**src/rtl/systolic_frame_io.sv**
```systemverilog
// Lane-serial frame deserialiser/serialiser with accumulator bank for a systolic cell.
// Frames of BEATS beats are decoded at the boundary beat into PASS, AB or XCHG.
module systolic_frame_io #(
    parameter int LANE_W  = 4,
    parameter int BEATS   = 4,
    parameter int NUM_ACC = 4,
    localparam int WORD_W = LANE_W * BEATS,
    localparam int BW     = $clog2(BEATS),
    localparam int IW     = $clog2(NUM_ACC)
) (
    input  logic              clk,
    input  logic              rst_n,
    input  logic              ena,
    input  logic [LANE_W-1:0] col_in,
    input  logic              col_ctrl_in,
    input  logic [LANE_W-1:0] row_in,
    input  logic              row_ctrl_in,
    output logic [LANE_W-1:0] col_out,
    output logic              col_ctrl_out,
    output logic [LANE_W-1:0] row_out,
    output logic              row_ctrl_out,
    output logic              out_oe,
    output logic [BW-1:0]     beat,
    output logic              ab_valid,
    output logic [WORD_W-1:0] col_word,
    output logic [WORD_W-1:0] row_word,
    output logic              col_fmt,
    output logic              row_fmt,
    input  logic              wb_valid,
    input  logic [IW-1:0]     wb_idx,
    input  logic [WORD_W-1:0] wb_data,
    input  logic [IW-1:0]     acc_rd_idx,
    output logic [WORD_W-1:0] acc_rd_data
);
    localparam int P_W  = (IW > 1) ? IW - 1 : 1;
    localparam int SH_W = WORD_W - LANE_W;
    localparam int CW   = BEATS - 1;

    logic [BW-1:0]     beat_q, beat_d;
    logic [SH_W-1:0]   col_sh_q, col_sh_d, row_sh_q, row_sh_d;
    logic [CW-1:0]     cc_sh_q, cc_sh_d, rc_sh_q, rc_sh_d;
    logic [WORD_W-1:0] col_ob_q, col_ob_d, row_ob_q, row_ob_d;
    logic [BEATS-1:0]  cc_ob_q, cc_ob_d, rc_ob_q, rc_ob_d;
    logic [WORD_W-1:0] acc_q [NUM_ACC];
    logic [WORD_W-1:0] acc_d [NUM_ACC];

    logic [BEATS-1:0]  col_ctrl_word, row_ctrl_word;
    logic              boundary, xchg;
    logic [P_W-1:0]    pair;
    logic [IW-1:0]     lo_idx, hi_idx;
    logic [WORD_W-1:0] xo_col, xo_row;

    assign boundary      = (beat_q == BW'(BEATS - 1));
    assign col_word      = {col_sh_q, col_in};
    assign row_word      = {row_sh_q, row_in};
    assign col_ctrl_word = {cc_sh_q, col_ctrl_in};
    assign row_ctrl_word = {rc_sh_q, row_ctrl_in};

    assign xchg     = boundary && col_ctrl_word[BEATS-1] && !row_ctrl_word[BEATS-1];
    assign ab_valid = boundary && !col_ctrl_word[BEATS-1] && row_ctrl_word[BEATS-1];
    assign pair     = col_ctrl_word[BEATS-2 -: P_W];
    assign lo_idx   = IW'(pair) << 1;
    assign hi_idx   = lo_idx | IW'(1);

    assign col_out      = col_ob_q[WORD_W-1 -: LANE_W];
    assign row_out      = row_ob_q[WORD_W-1 -: LANE_W];
    assign col_ctrl_out = cc_ob_q[BEATS-1];
    assign row_ctrl_out = rc_ob_q[BEATS-1];
    assign out_oe       = rst_n;
    assign beat         = beat_q;
    assign col_fmt      = col_ctrl_word[BEATS-2];
    assign row_fmt      = row_ctrl_word[BEATS-2];
    assign acc_rd_data  = acc_q[acc_rd_idx];

    always_comb begin
        beat_d   = beat_q;
        col_sh_d = col_sh_q;
        row_sh_d = row_sh_q;
        cc_sh_d  = cc_sh_q;
        rc_sh_d  = rc_sh_q;
        col_ob_d = col_ob_q;
        row_ob_d = row_ob_q;
        cc_ob_d  = cc_ob_q;
        rc_ob_d  = rc_ob_q;
        acc_d    = acc_q;
        // a same-cycle writeback is forwarded into the outgoing exchange word
        xo_col   = acc_q[lo_idx];
        xo_row   = acc_q[hi_idx];
        if (wb_valid && wb_idx == lo_idx) xo_col = wb_data;
        if (wb_valid && wb_idx == hi_idx) xo_row = wb_data;
        if (ena) begin
            beat_d   = beat_q + BW'(1);
            col_sh_d = SH_W'({col_sh_q, col_in});
            row_sh_d = SH_W'({row_sh_q, row_in});
            cc_sh_d  = CW'({cc_sh_q, col_ctrl_in});
            rc_sh_d  = CW'({rc_sh_q, row_ctrl_in});
            if (boundary) begin
                col_ob_d = xchg ? xo_col : col_word;
                row_ob_d = xchg ? xo_row : row_word;
                cc_ob_d  = col_ctrl_word;
                rc_ob_d  = row_ctrl_word;
            end else begin
                col_ob_d = col_ob_q << LANE_W;
                row_ob_d = row_ob_q << LANE_W;
                cc_ob_d  = cc_ob_q << 1;
                rc_ob_d  = rc_ob_q << 1;
            end
            if (wb_valid) acc_d[wb_idx] = wb_data;
            // exchange store overrides a colliding writeback
            if (xchg) begin
                acc_d[lo_idx] = col_word;
                acc_d[hi_idx] = row_word;
            end
        end
    end

    always_ff @(posedge clk or negedge rst_n) begin
        if (!rst_n) begin
            beat_q   <= '0;
            col_sh_q <= '0;
            row_sh_q <= '0;
            cc_sh_q  <= '0;
            rc_sh_q  <= '0;
            col_ob_q <= '0;
            row_ob_q <= '0;
            cc_ob_q  <= '0;
            rc_ob_q  <= '0;
            for (int i = 0; i < NUM_ACC; i++) acc_q[i] <= '0;
        end else begin
            beat_q   <= beat_d;
            col_sh_q <= col_sh_d;
            row_sh_q <= row_sh_d;
            cc_sh_q  <= cc_sh_d;
            rc_sh_q  <= rc_sh_d;
            col_ob_q <= col_ob_d;
            row_ob_q <= row_ob_d;
            cc_ob_q  <= cc_ob_d;
            rc_ob_q  <= rc_ob_d;
            acc_q    <= acc_d;
        end
    end
endmodule

```
**config.mk**
```make
export PLATFORM = sky130hd
export DESIGN_NAME = systolic_frame_io
export DESIGN_NICKNAME = d
export VERILOG_FILES = /design/src/rtl/systolic_frame_io.sv
export SDC_FILE = /design/constraint.sdc
export NUM_CORES = 1
export LEC_CHECK = 0
export CAP_MARGIN = 10
export CORE_ASPECT_RATIO = 1.2
export CORE_MARGIN = 3
export CORE_UTILIZATION = 30
export CTS_CLUSTER_DIAMETER = 150
export DETAILED_ROUTE_END_ITERATION = 12
export GPL_TIMING_DRIVEN = 0
export PLACE_DENSITY = 0.53
export SYNTH_ARGS = -nofsm -noshare
export SYNTH_HDL_FRONTEND = slang
export SYNTH_SLANG_ARGS = --single-unit
```
**constraint.sdc**
```tcl
create_clock -name clk -period 2.33 [get_ports clk]
set_input_delay 0.3495 -clock clk [delete_from_list [all_inputs] [get_ports clk]]
set_output_delay 0.3495 -clock clk [all_outputs]
set_load 0.02 [all_outputs]
```
Word-level counts from Yosys, hierarchy flattened
Cells that the tools add are included.
{"block": "word_totals", "register_bits": 136, "output_inout_bits": 64, "wordCells": 68}
{"block": "classes", "n_addsub": 1, "order_cmp": 7, "eq_ne": 3, "n_mux": 29, "bitwise": 4, "n_reduce_logical": 11}
{"operator": "$mux 16", "n": 15}
{"operator": "$bwmux 64", "n": 3}
{"operator": "$mux 64", "n": 3}
{"operator": "$bmux 16 s2", "n": 3}
{"operator": "$demux 16 s2", "n": 3}
{"operator": "$ge 3x3->1 const B", "n": 4}
{"operator": "$not 2->3", "n": 4}
{"operator": "$logic_and 1x1->1", "n": 9}
{"operator": "$lt 3x1->1 const B", "n": 3}
{"operator": "$mux 4", "n": 2}
{"operator": "$eq 2x2->1", "n": 2}
{"operator": "$add 2x1->2 const B", "n": 1}
{"operator": "$eq 2x2->1 const B", "n": 1}
{"operator": "$logic_not 1->1", "n": 2}

Logic depth before layout (Yosys ltp)
Gate-level depths: netlist (run 1).
{"block": "depth", "depth_word": 11, "depth_mapped": 8, "ltp_nobuf": 5}

Worst setup path before layout (run 1)
OpenSTA, ideal clock, no wires.
{"block": "synth_timing", "path_type": "register -> output", "startpoint": "register beat_q[0], in the netlist beat[0]", "endpoint": "output port ab_valid", "arrival_time_ps": 1795, "required_time_ps": 1980, "setup_slack_ps": 185, "path_stages_with_launch": 6, "path_cell_list": "dfrtp_1 ha_1 buf_2 buf_2 buf_2 nor3b_1"}
{"block": "synth_between", "elab_chain_cells": 3}
{"item": "start: declaration", "line": "39", "source": "logic [BW-1:0] beat_q, beat_d;"}
{"item": "start signal: assignment", "line": "130", "source": "beat_q <= beat_d;"}
{"item": "$eq 2x2->1", "line": "53", "source": "assign boundary = (beat_q == BW'(BEATS - 1));"}
{"item": "$logic_and 1x1->1 (2 in series)", "line": "60", "source": "assign ab_valid = boundary && !col_ctrl_word[BEATS-1] && row_ctrl_word[BEATS-1];"}
{"item": "end: declaration", "line": "24", "source": "output logic ab_valid,"}
No other way between the ends.

Worst setup path after layout (run 1)
{"block": "layout_timing", "startpoint": "register acc_q[15] (netlist bit)", "endpoint": "output port acc_rd_data[15]"}
{"block": "layout_between", "elab_chain_cells": 3}
{"item": "start: declaration", "line": "44", "source": "logic [WORD_W-1:0] acc_q [NUM_ACC];"}
{"item": "start signal: assignment", "line": "139", "source": "acc_q <= acc_d;"}
{"item": "$bmux 16 s2", "line": "73", "source": "assign acc_rd_data = acc_q[acc_rd_idx];"}
{"item": "$mux 16 (implied by the code) (2 in series)", "line": "73"}
{"item": "end: declaration", "line": "33", "source": "output logic [WORD_W-1:0] acc_rd_data"}
No other way between the ends. The select of a mux whose other input is x is not followed.

==> results of run 1 <==
==> worst register-to-register path: cells and delay by family, from the launching register on <==
family	cells	cell delay, ps
AO/OA/AOI/OAI	2	620
adder cells (fa/ha/maj)	1	210
buffers and inverters	2	550
flip-flops	1	380
AND/OR/NAND/NOR	2	280
==> report_power, final <==
| part | internal [mW] | switching [mW] |
|---|---|---|
| clock | 1.40 | 1.21 |
| combinational | 2.09 | 2.13 |
| sequential | 3.25 | 0.742 |
| total | 6.74 | 4.08 |
==> sequential cells by signal (all words and copies together), names as in the netlist <==
| signal | cells |
|---|---|
| acc_q | 64 |
| col_sh_q | 12 |
| cc_sh_q | 3 |
| cc_ob_q | 4 |
| rc_ob_q | 4 |
| row_sh_q | 12 |
| row_ob_q | 16 |
| col_ob_q | 16 |
| rc_sh_q | 3 |
| beat | 2 |
==> worst max path at each step <==
stage	slack [ps]	to	start
floorplan	190	ab_valid	beat[0]
global placement	-5090	acc_q[19]	rst_n
detailed placement	-370	ab_valid	beat[0]
CTS	1	ab_valid	beat[1]
global route	-4	ab_valid	beat[1]
finish	60	acc_rd_data[15]	acc_q[15]
==> metal layers <==
metal | up-vias | global-route usage, % | part of all wire (%)
met5 | - | 0 | 0
met4 | 0 | 8.20 | 3.3
met3 | 47 | 3.17 | 5.8
met2 | 255 | 32.7 | 47
met1 | 3142 | 28.1 | 43
li1 | 2790 | - | -
==> final cells by class <==
| type | count | area, sq um |
|---|---|---|
| inverter | 11 | 41.3 |
| tap | 320 | 400 |
| multi-input combinational | 479 | 3480 |
| fill | 2436 | 14700 |
| buffer | 75 | 460 |
| timing repair buffer | 100 | 1030 |
| sequential | 136 | 3400 |
| clock buffer | 17 | 425 |
| clock inverter | 15 | 131 |
==> cells by family after synthesis <==
family,after synthesis
multiplexers,116
flip-flops,136
AO/OA/AOI/OAI,223
adder cells (fa/ha/maj),1
AND/OR/NAND/NOR,137
XOR/XNOR,2
buffers and inverters,86
==> placed cells by master (no fill, tap or decap), drive strengths merged <==
cell           synthesis  final
dfrtp                136    136
a21oi                103    103
clkdlybuf4s50          0     92
nor2                  86     86
o22ai                 64     64
mux2                  62     62
buf                   56     59
mux2i                 38     38
clkbuf                19     38
o21ai                 35     35
inv                   11     21
nand2b                19     19
mux4                  16     16
nand3                 13     13
o221ai                 8      8
or2                    8      8
a22oi                  8      8
a21boi                 5      5
clkinv                 0      3
nand2                  3      3
nand3b                 2      2
clkinvlp               0      2
dlygate4sd3            0      2
nor3b                  1      1
nand4                  1      1
xnor2                  1      1
nor2b                  1      1
nand4bb                1      1
or3b                   1      1
nand4b                 1      1
xor2                   1      1
ha                     1      1
dlygate4sd2            0      1
==> stage by stage <==
| step | setup TNS (ps) | power (mW) | util (%) |
|---|---|---|---|
| global route | -3.91 | 11.5 | 39.0 |
| detailed placement | -14770 | 8.19 | 36.3 |
| CTS | 0 | 10.8 | 38.7 |
| global placement | -709490 | 8.13 | 36.2 |
| floorplan | 0 | 6.45 | - |
| finish | 0 | 10.8 | 39.0 |
==> what timing repair did <==
item                       CTS  global route
resized for setup           15             6
hold endpoints to repair    68            13
setup endpoints to repair   13            11
setup buffers                1             0
==> metrics.csv, run 1 <==
metric,value,unit
status,completed,
synthesized_area_fraction_occupied_by_and_or_nand_nor_cells,9.04,%
share_of_the_synthesized_area_in_compound_gates_ao_oa_aoi_oai,18.3,%
via_count,6234,
fin_crit,2270,ps
number_of_remaining_drc_errors,0,
num_io_pins,98,
instances_no_fill,1153,
diodes,0,
max-vdd-ir-drop,0.542,mV
die-height,178,um
total_leakage_power,3.84,nW
cts_sinks,136,
cpPeakStageDelay,570,ps
grt_max_degree,71,
power_density,1150,nW/um^2
cts_inserted_buffers,17,
detailedRoute.firstIterationViolations,570,
area_growth,27.5,%
fp-row-count,62,
drtAntennaViolNets,0,
hold_ws,504,ps
postSynthCellCount,701,
dominantRegCellSynth,sky130_fd_sc_hd__dfrtp_1,
skew,14.6,ps
post_synth.cell_area_avg,10.5,sq um
timing_max_transition_violations_final,0,
synth_top_cells_by_area,"sky130_fd_sc_hd__dfrtp_1 46%, sky130_fd_sc_hd__mux2_2 9.5%, sky130_fd_sc_hd__a21oi_1 7.0%",
clock.fmax,0.440,GHz
placement.io_buffers,95,
finalSetupViolCount,0,
rsz0062_at_grt,true,
number_of_cells_on_the_worst_reg_to_reg_path,7,
grt_overflow,0,
worst-r2r-setup-slack,200,ps
grtUsageTotal,20.6,%
timing.rr.start,beat[1],
insertion_delay,440,ps
cp_max_fo,3,
post_synthesis_net_count,736,
fp.dieArea,26400,sq um
cts_tree,yes,
cp.required,1980,ps
synth-edff-count,0,
postPlaceCellArea,8730,sq um
cpMaxStageDelayCell,sky130_fd_sc_hd__clkdlybuf4s50_1,
initial_core_util,30.6,%
synth_top_family_by_area,multiplexers,
vias_per_cell,5.41,
htree_levels,4,
coreArea,24000,sq um
placement.setup.worst_slack,-368,ps
rr_endpoint,acc_q[24],
globalplace.congestion,0.857,
yosysSeqAreaShare,46.3,%
path_cells,"mux4_2, clkdlybuf4s50_1",
wl,26600,um
setup.worst_path.end_class,output port,
synth_fa_ha_area_share,0.170,%
critical_path_class,reg2out,
worst-path-stages,2,
synthMuxAreaShare,19.6,%
chipWidth,149,um
final_min_period_over_clock_period,97.6,%
synthesis.yosys.warnings,0,
dp.final_hpwl,18600,um
grt_first_pass_wirelength,40400,um
ys_types,39,
design.final.nets,855,
drive_gt1_share,23.2,%
clk_path_buf_depth,2,
numPlacedInstances,1117,
final-hold-violation-count,0,
post-synth-top-area-fraction,46.3,%
max-slew-margin-rel,47.9,%
yosys.area_share.xor_xnor,0.238,%
wl_per_cell,23.1,um
cts.clk_slew.worst_paths,60,ps
first_pass_iters,5,
setup_slack,55.3,ps
synthArstFlopShare,100,%
synth.cells.most_frequent,"136 x sky130_fd_sc_hd__dfrtp_1, 103 x sky130_fd_sc_hd__a21oi_1, 86 x sky130_fd_sc_hd__nor2_1",
grt_antenna_before_repair,0,
path_delay_family,buffers and inverters,
first_global_vias,6367,
worstMarginPinSlew,781,ps
yosysMostFrequentCell,sky130_fd_sc_hd__dfrtp_1,
worst_hold_path_type,in2async,
total_of_flip_flops_plus_latches_after_synthesis,136,
finalInstanceArea,9380,sq um
timing.critical_path.buf_inv,1,
yosysTopAreaCell,sky130_fd_sc_hd__dfrtp_1,
clk_root_buffer_cell,sky130_fd_sc_hd__clkbuf_16,
drv.max_cap_violation_count,0,
cp-start-kind,flop,
syn-cell-area,7350,sq um
worst_ep_arrival_time,1930,ps
Power figures use the tool's default switching activity.
==> run 2, diff against run 1 <==
Settings changed: CORE_UTILIZATION 30 to 55, PLACE_DENSITY 0.53 to 0.84.
==> run 2 against run 1 <==
  * Hold slack got worse by 22 ps
  * Via count rose by 6.3%
  * Die area fell by 44%
  * First-iteration DRC count rose by 10%
  * Sequential power barely moved
  * Design area fell by 0.97%
  * Sequential share of layout area rose by 0.36 points
  * Global-route usage rose by 13 points
  * Register-to-register slack got worse by 20 ps
  * Critical path type is now in2out
  * Highest routed layer unchanged
==> metrics.csv, run 2 (synthesis gave the netlist of run 1 again) <==
metric,value,unit,change
status,completed,,unchanged
design.final.nets,854,,was 855
mostFrequentLayoutCells,"136 x sky130_fd_sc_hd__dfrtp_1, 103 x sky130_fd_sc_hd__a21oi_1, 93 x sky130_fd_sc_hd__clkdlybuf4s50_1",,"was 136 x sky130_fd_sc_hd__dfrtp_1, 103 x sky130_fd_sc_hd__a21oi_1, 92 x sky130_fd_sc_hd__clkdlybuf4s50_1"
number_of_flip_flops_in_the_largest_register,64,,unchanged
diodes,0,,unchanged
worst_ep_arrival_time,1930,ps,about the same
path_cells,"clkbuf_2, buf_2, mux4_2, clkdlybuf4s50_1",,"was mux4_2, clkdlybuf4s50_1"
cpMaxStageDelayCell,sky130_fd_sc_hd__clkdlybuf4s50_1,,unchanged
final-hold-violation-count,0,,unchanged
skew,6.57,ps,was 14.6 ps
detailedRoute.firstIterationViolations,628,,was 570
area_growth,26.3,%,was 27.5%
cpPeakStageDelay,560,ps,was 570 ps
globalplace.congestion,0.972,,was 0.857
timing.rr.start,beat[0],,was beat[1]
seq_area,3400,sq um,unchanged
p_total,11.4,mW,was 10.8 mW
total_leakage_power,3.89,nW,was 3.84 nW
sw_frac_of_total,35.0,%,was 37.7%
max-slew-margin-rel,47.2,%,was 47.9%
first_pass_iters,9,,was 5
cp-startpoint,acc_rd_idx[1],,was acc_q[15]
rsz0062_at_grt,false,,was true
drtAntennaViolNets,0,,unchanged
top_register,acc_q,,unchanged
grt_antenna_before_repair,0,,unchanged
num_io_pins,98,,unchanged
fp-row-count,45,,was 62
initial_core_util,57.3,%,was 30.6%
rr_endpoint,acc_q[22],,was acc_q[24]
fin_crit,2280,ps,was 2270 ps
finalSetupViolCount,0,,unchanged
fp.dieArea,14800,sq um,was 26400 sq um
first_global_vias,6800,,was 6367
hold_ws,482,ps,was 504 ps
cp_max_fo,10,,was 3
m1WireLength,8770,um,was 11600 um
wl_per_cell,24.4,um,was 23.1 um
grt_max_degree,82,,was 71
highest-signal-layer,met4,,unchanged
p_int,7.40,mW,was 6.74 mW
vias_per_cell,6.66,,was 5.41
critical_path_class,in2out,,was reg2out
chipWidth,112,um,was 149 um
number_of_cells_on_the_worst_reg_to_reg_path,7,,unchanged
drive_gt1_share,23.0,%,was 23.2%
grt_first_pass_wirelength,37700,um,was 40400 um
htree_levels,4,,unchanged
timing_max_transition_violations_final,0,,unchanged
coreArea,12800,sq um,was 24000 sq um
die-height,133,um,was 178 um
dp.final_hpwl,16600,um,was 18600 um
layout.filler_cells,897,,was 2436
cts_sinks,136,,unchanged
placement.io_buffers,95,,unchanged
cts_inserted_buffers,17,,unchanged
via_count,6629,,was 6234
cp-start-kind,input port,,was flop
setup.worst_path.end_class,output port,,unchanged
dr_wl_met3,2510,um,was 1540 um
final_min_period_over_clock_period,97.9,%,was 97.6%
wl,24400,um,was 26600 um
wl_met2,11600,um,was 12700 um
cts.clk_slew.worst_paths,50,ps,was 60 ps
endpoint,acc_rd_data[4],,was acc_rd_data[15]
multi_input_area,3480,sq um,about the same
power_frac_clock,27.3,%,was 24.1%
power_density,1230,nW/um^2,was 1150 nW/um^2
clock.fmax,0.438,GHz,was 0.440 GHz
worstMarginPinSlew,792,ps,was 781 ps
grtUsageTotal,33.2,%,was 20.6%
grt_overflow,0,,unchanged
p_comb_share,37.3,%,was 39.0%
number_of_remaining_drc_errors,0,,unchanged
power.net_switching,3.99,mW,was 4.08 mW
insertion_delay,440,ps,about the same
clk_path_buf_depth,2,,unchanged
power_frac_seq,35.3,%,was 36.9%
drv.max_cap_violation_count,0,,unchanged
registers_with_the_most_flip_flops,"acc_q x64, col_ob_q x16, row_ob_q x16",,unchanged
cts_tree,yes,,unchanged
worst-r2r-setup-slack,180,ps,was 200 ps
worst_hold_path_type,in2async,,unchanged
final_core_utilization,72.3,%,was 39.0%
cp.required,1980,ps,about the same
most_common_cell_after_layout_fill_and_taps_aside,sky130_fd_sc_hd__dfrtp_1,,unchanged
max-vdd-ir-drop,0.690,mV,was 0.542 mV
clk_root_buffer_cell,sky130_fd_sc_hd__clkbuf_16,,unchanged
==> run 2: cell count changes in the layout (fill, tap and decap cells not counted), moves of 2 or more <==
| cell | before | now |
|---|---|---|
| sky130_fd_sc_hd__clkinv_4 | 3 | 1 |
| sky130_fd_sc_hd__buf_2 | 15 | 18 |
| sky130_fd_sc_hd__clkbuf_8 | 0 | 2 |
| sky130_fd_sc_hd__bufinv_16 | 0 | 6 |
| sky130_fd_sc_hd__clkbuf_4 | 2 | 0 |
| sky130_fd_sc_hd__clkinv_2 | 0 | 4 |
| sky130_fd_sc_hd__inv_6 | 9 | 0 |
==> run 2: routing by layer <==
| layer | GRT usage [%] | up-vias |
|---|---|---|
| li1 | - | 2792 |
| met1 | 40.6 | 3216 |
| met2 | 52.9 | 507 |
| met3 | 8.19 | 114 |
| met4 | 20.6 | 0 |
| met5 | 0 | - |
==> run 2: worst min-delay path by stage <==
stage | cells after the start | slack [ps] | to
6_report | 3 | 480 | rc_sh_q[1]
5_1_grt | 3 | 520 | beat[0]
4_1_cts | 3 | 500 | cc_ob_q[0]
3_5_place_dp | 1 | 350 | rc_sh_q[0]
3_3_place_gp | 1 | 490 | beat[0]
2_1_floorplan | 0 | 50 | acc_q[0]
==> run 2: area by class of cell <==
cell class	instances	area share [%]
Buffer	75	4.93
Clock buffer	19	4.88
Clock inverter	13	2.41
Inverter	11	0.445
Multi-Input combinational cell	479	37.5
Sequential cell	136	36.6
Tap cell	164	2.21
Timing Repair Buffer	99	11.0
==> run 2: repair_timing <==
action	in CTS	in global routing
buffers inserted	0	1
endpoints found under the setup margin	13	7
hold endpoints to repair	55	0
hold buffers	2	0
resized for setup	13	2
==> run 2: worst max-delay path: cells and delay by family <==
kind / cells / cell delay, ps
multiplexers: 1 / 380
buffers and inverters: 3 / 1200
==> run 2: metrics by stage <==
step	setup WS, ps	std cells	setup TNS, ps	instance area, sq um
2_1_floorplan	185	701	0	7350
3_3_place_gp	-4340	960	-598500	8510
3_5_place_dp	-264	961	-8800	8540
4_1_cts	21.9	995	0	9270
5_1_grt	3.27	996	0	9290
6_report	47.9	996	0	9290
==> run 2: power groups by stage <==
stage          clock network (mW)  logic (mW)  registers [mW]
2_1_floorplan                   0        2.59            3.86
3_3_place_gp                    0        3.97            3.94
3_5_place_dp                    0        4.10            3.99
4_1_cts                      3.11        4.19            3.98
5_1_grt                      3.22        4.54            4.10
6_report                     3.11        4.25            4.02
==> run 3, diff against run 2 <==
Settings changed: SLEW_MARGIN from default to 20.
==> run 3 against run 2 <==
  * Maximum frequency is 0.60% lower
  * First-iteration DRC count rose by 11%
  * Clock power is 7.7% lower
  * Setup slack worse by 14 ps
  * Hold slack better by 1.6 ps
  * Register-to-register slack worse by 30 ps
  * Sequential power barely moved
  * Sequential share of layout area rose by 0.20 points
  * Global-route usage down 0.70 points
  * Cell count down 0.20%
  * Critical path type unchanged
  * Critical endpoint is now acc_rd_data[6]
  * Largest cell class unchanged
  * Highest routed layer unchanged
==> metrics.csv, run 3 (synthesis gave the netlist of run 1 again) <==
metric,value,unit,change
fp.dieArea,14800,sq um,unchanged
first_pass_iters,5,,was 9
cp_max_fo,10,,unchanged
first_global_vias,6754,,was 6800
cts_sinks,136,,unchanged
setup.worst_path.end_class,output port,,unchanged
drv.max_cap_violation_count,0,,unchanged
total_leakage_power,3.86,nW,was 3.89 nW
initial_core_util,57.3,%,unchanged
wl,24100,um,was 24400 um
insertion_delay,430,ps,was 440 ps
multi_input_area,3480,sq um,unchanged
path_delay_family,buffers and inverters,,unchanged
most_common_cell_after_layout_fill_and_taps_aside,sky130_fd_sc_hd__dfrtp_1,,unchanged
fin_crit,2300,ps,was 2280 ps
grt_max_degree,82,,unchanged
grtUsageTotal,32.5,%,was 33.2%
final_min_period_over_clock_period,98.5,%,was 97.9%
grt_antenna_before_repair,0,,unchanged
clk_path_buf_depth,2,,unchanged
hold_ws,483,ps,was 482 ps
coreArea,12800,sq um,unchanged
design.final.nets,852,,was 854
cpMaxStageDelayCell,sky130_fd_sc_hd__clkdlybuf4s50_1,,unchanged
top_register,acc_q,,unchanged
cts_tree,yes,,unchanged
critical_path_class,in2out,,unchanged
max-vdd-ir-drop,0.679,mV,was 0.690 mV
finalSetupViolCount,0,,unchanged
final-hold-violation-count,0,,unchanged
power_density,1200,nW/um^2,was 1230 nW/um^2
htree_levels,4,,unchanged
setup_total_negative_slack,0,ps,unchanged
seq_area,3400,sq um,unchanged
drtAntennaViolNets,0,,unchanged
cts_inserted_buffers,17,,unchanged
layout.filler_cells,902,,was 897
die-height,133,um,unchanged
mostFrequentLayoutCells,"136 x sky130_fd_sc_hd__dfrtp_1, 103 x sky130_fd_sc_hd__a21oi_1, 93 x sky130_fd_sc_hd__clkdlybuf4s50_1",,unchanged
path_cells,"buf_2, buf_8, mux4_2, clkdlybuf4s50_1",,"was clkbuf_2, buf_2, mux4_2, clkdlybuf4s50_1"
clock.fmax,0.436,GHz,was 0.438 GHz
detailedRoute.firstIterationViolations,698,,was 628
vias_per_cell,6.70,,was 6.66
diodes,0,,unchanged
cpPeakStageDelay,570,ps,was 560 ps
placement.io_buffers,95,,unchanged
globalplace.congestion,0.972,,unchanged
wl_per_cell,24.2,um,was 24.4 um
fp-row-count,45,,unchanged
status,completed,,unchanged
via_count,6660,,was 6629
worst_hold_path_type,in2async,,unchanged
clk_root_buffer_cell,sky130_fd_sc_hd__clkbuf_16,,unchanged
worstMarginPinSlew,795,ps,was 792 ps
num_io_pins,98,,unchanged
grt_first_pass_wirelength,37000,um,was 37700 um
number_of_flip_flops_in_the_largest_register,64,,unchanged
grt_overflow,0,,unchanged
cts.clk_slew.worst_paths,60,ps,was 50 ps
area_growth,25.6,%,was 26.3%
worst_ep_arrival_time,1950,ps,was 1930 ps
drive_gt1_share,22.5,%,was 23.0%
number_of_remaining_drc_errors,0,,unchanged
dp.final_hpwl,16600,um,about the same
registers_with_the_most_flip_flops,"acc_q x64, col_ob_q x16, row_ob_q x16",,unchanged
timing_max_transition_violations_final,0,,unchanged
chipWidth,112,um,unchanged
cp.required,1980,ps,about the same
cp-start-kind,input port,,unchanged
max-slew-margin-rel,47.0,%,was 47.2%
timing.critical_path.buf_inv,3,,unchanged
skew,6.95,ps,was 6.57 ps
-- run 3: final cells by class --
| type | instances | share of cell area (%) |
|---|---|---|
| clock buffer | 25 | 5.58 |
| sequential | 136 | 36.9 |
| tap | 164 | 2.22 |
| multi-input combinational | 479 | 37.7 |
| buffer | 74 | 4.90 |
| timing repair buffer | 98 | 11.1 |
| inverter | 11 | 0.447 |
| clock inverter | 7 | 1.22 |
-- run 3: where the power goes --
part	internal [mW]	switching [mW]	total, mW	leakage [nW]
combinational	2.07	2.14	4.21	2.00
clock	1.85	1.02	2.87	0.309
sequential	3.25	0.760	4.01	1.56
total	7.17	3.93	11.1	3.86
-- run 3: metrics by stage --
stage                     power [mW]  utilization, %  instances  setup slack, ps  cell area [sq um]
final                           11.1            71.9        994             34.0               9240
after global routing            11.6            71.9        994            -2.56               9240
after CTS                       11.0            71.9        994             25.0               9220
after detailed placement        8.09            66.5        961             -247               8540
after global placement          7.90            66.3        960            -4340               8510
after floorplan                 6.45               -        701              185               7350
-- run 3: repair_timing --
action	CTS	global route
hold buffers	2	0
gates resized for setup	11	3
hold endpoints to repair	55	0
setup buffers	0	0
endpoints found under the setup margin	12	10
-- run 3: path summary, 6_finish.rpt --
| check | start | to | slack (ps) | depth (start not counted) |
|---|---|---|---|---|
| max reg2reg | beat[0] | acc_q[22] | 150 | 7 |
| max in group asynchronous | rst_n | acc_q[27] | 1460 | 3 |
| min reg2reg | beat[0] | beat[0] | 520 | 1 |
| min in group clk | beat[0] | beat[0] | 520 | 1 |
| min | rst_n | rc_sh_q[1] | 480 | 3 |
| max | acc_rd_idx[0] | acc_rd_data[6] | 30 | 4 |
-- run 3: per-layer routing --
metal  up-vias  wire length, um  global-route usage [%]
met1      3246             8700                    40.2
li1       2789                -                       -
met3       110             2450                    8.23
met2       515            11400                    50.7
met5         -                0                       0
met4         0             1480                    20.8
-- run 3: worst register-to-register path: cells and delay by family, from the launching register on --
kind / cells / cell delay, ps
buffers and inverters: 2 / 540
AND/OR/NAND/NOR: 2 / 610
adder cells (fa/ha/maj): 1 / 200
flip-flops: 1 / 390
AO/OA/AOI/OAI: 2 / 340
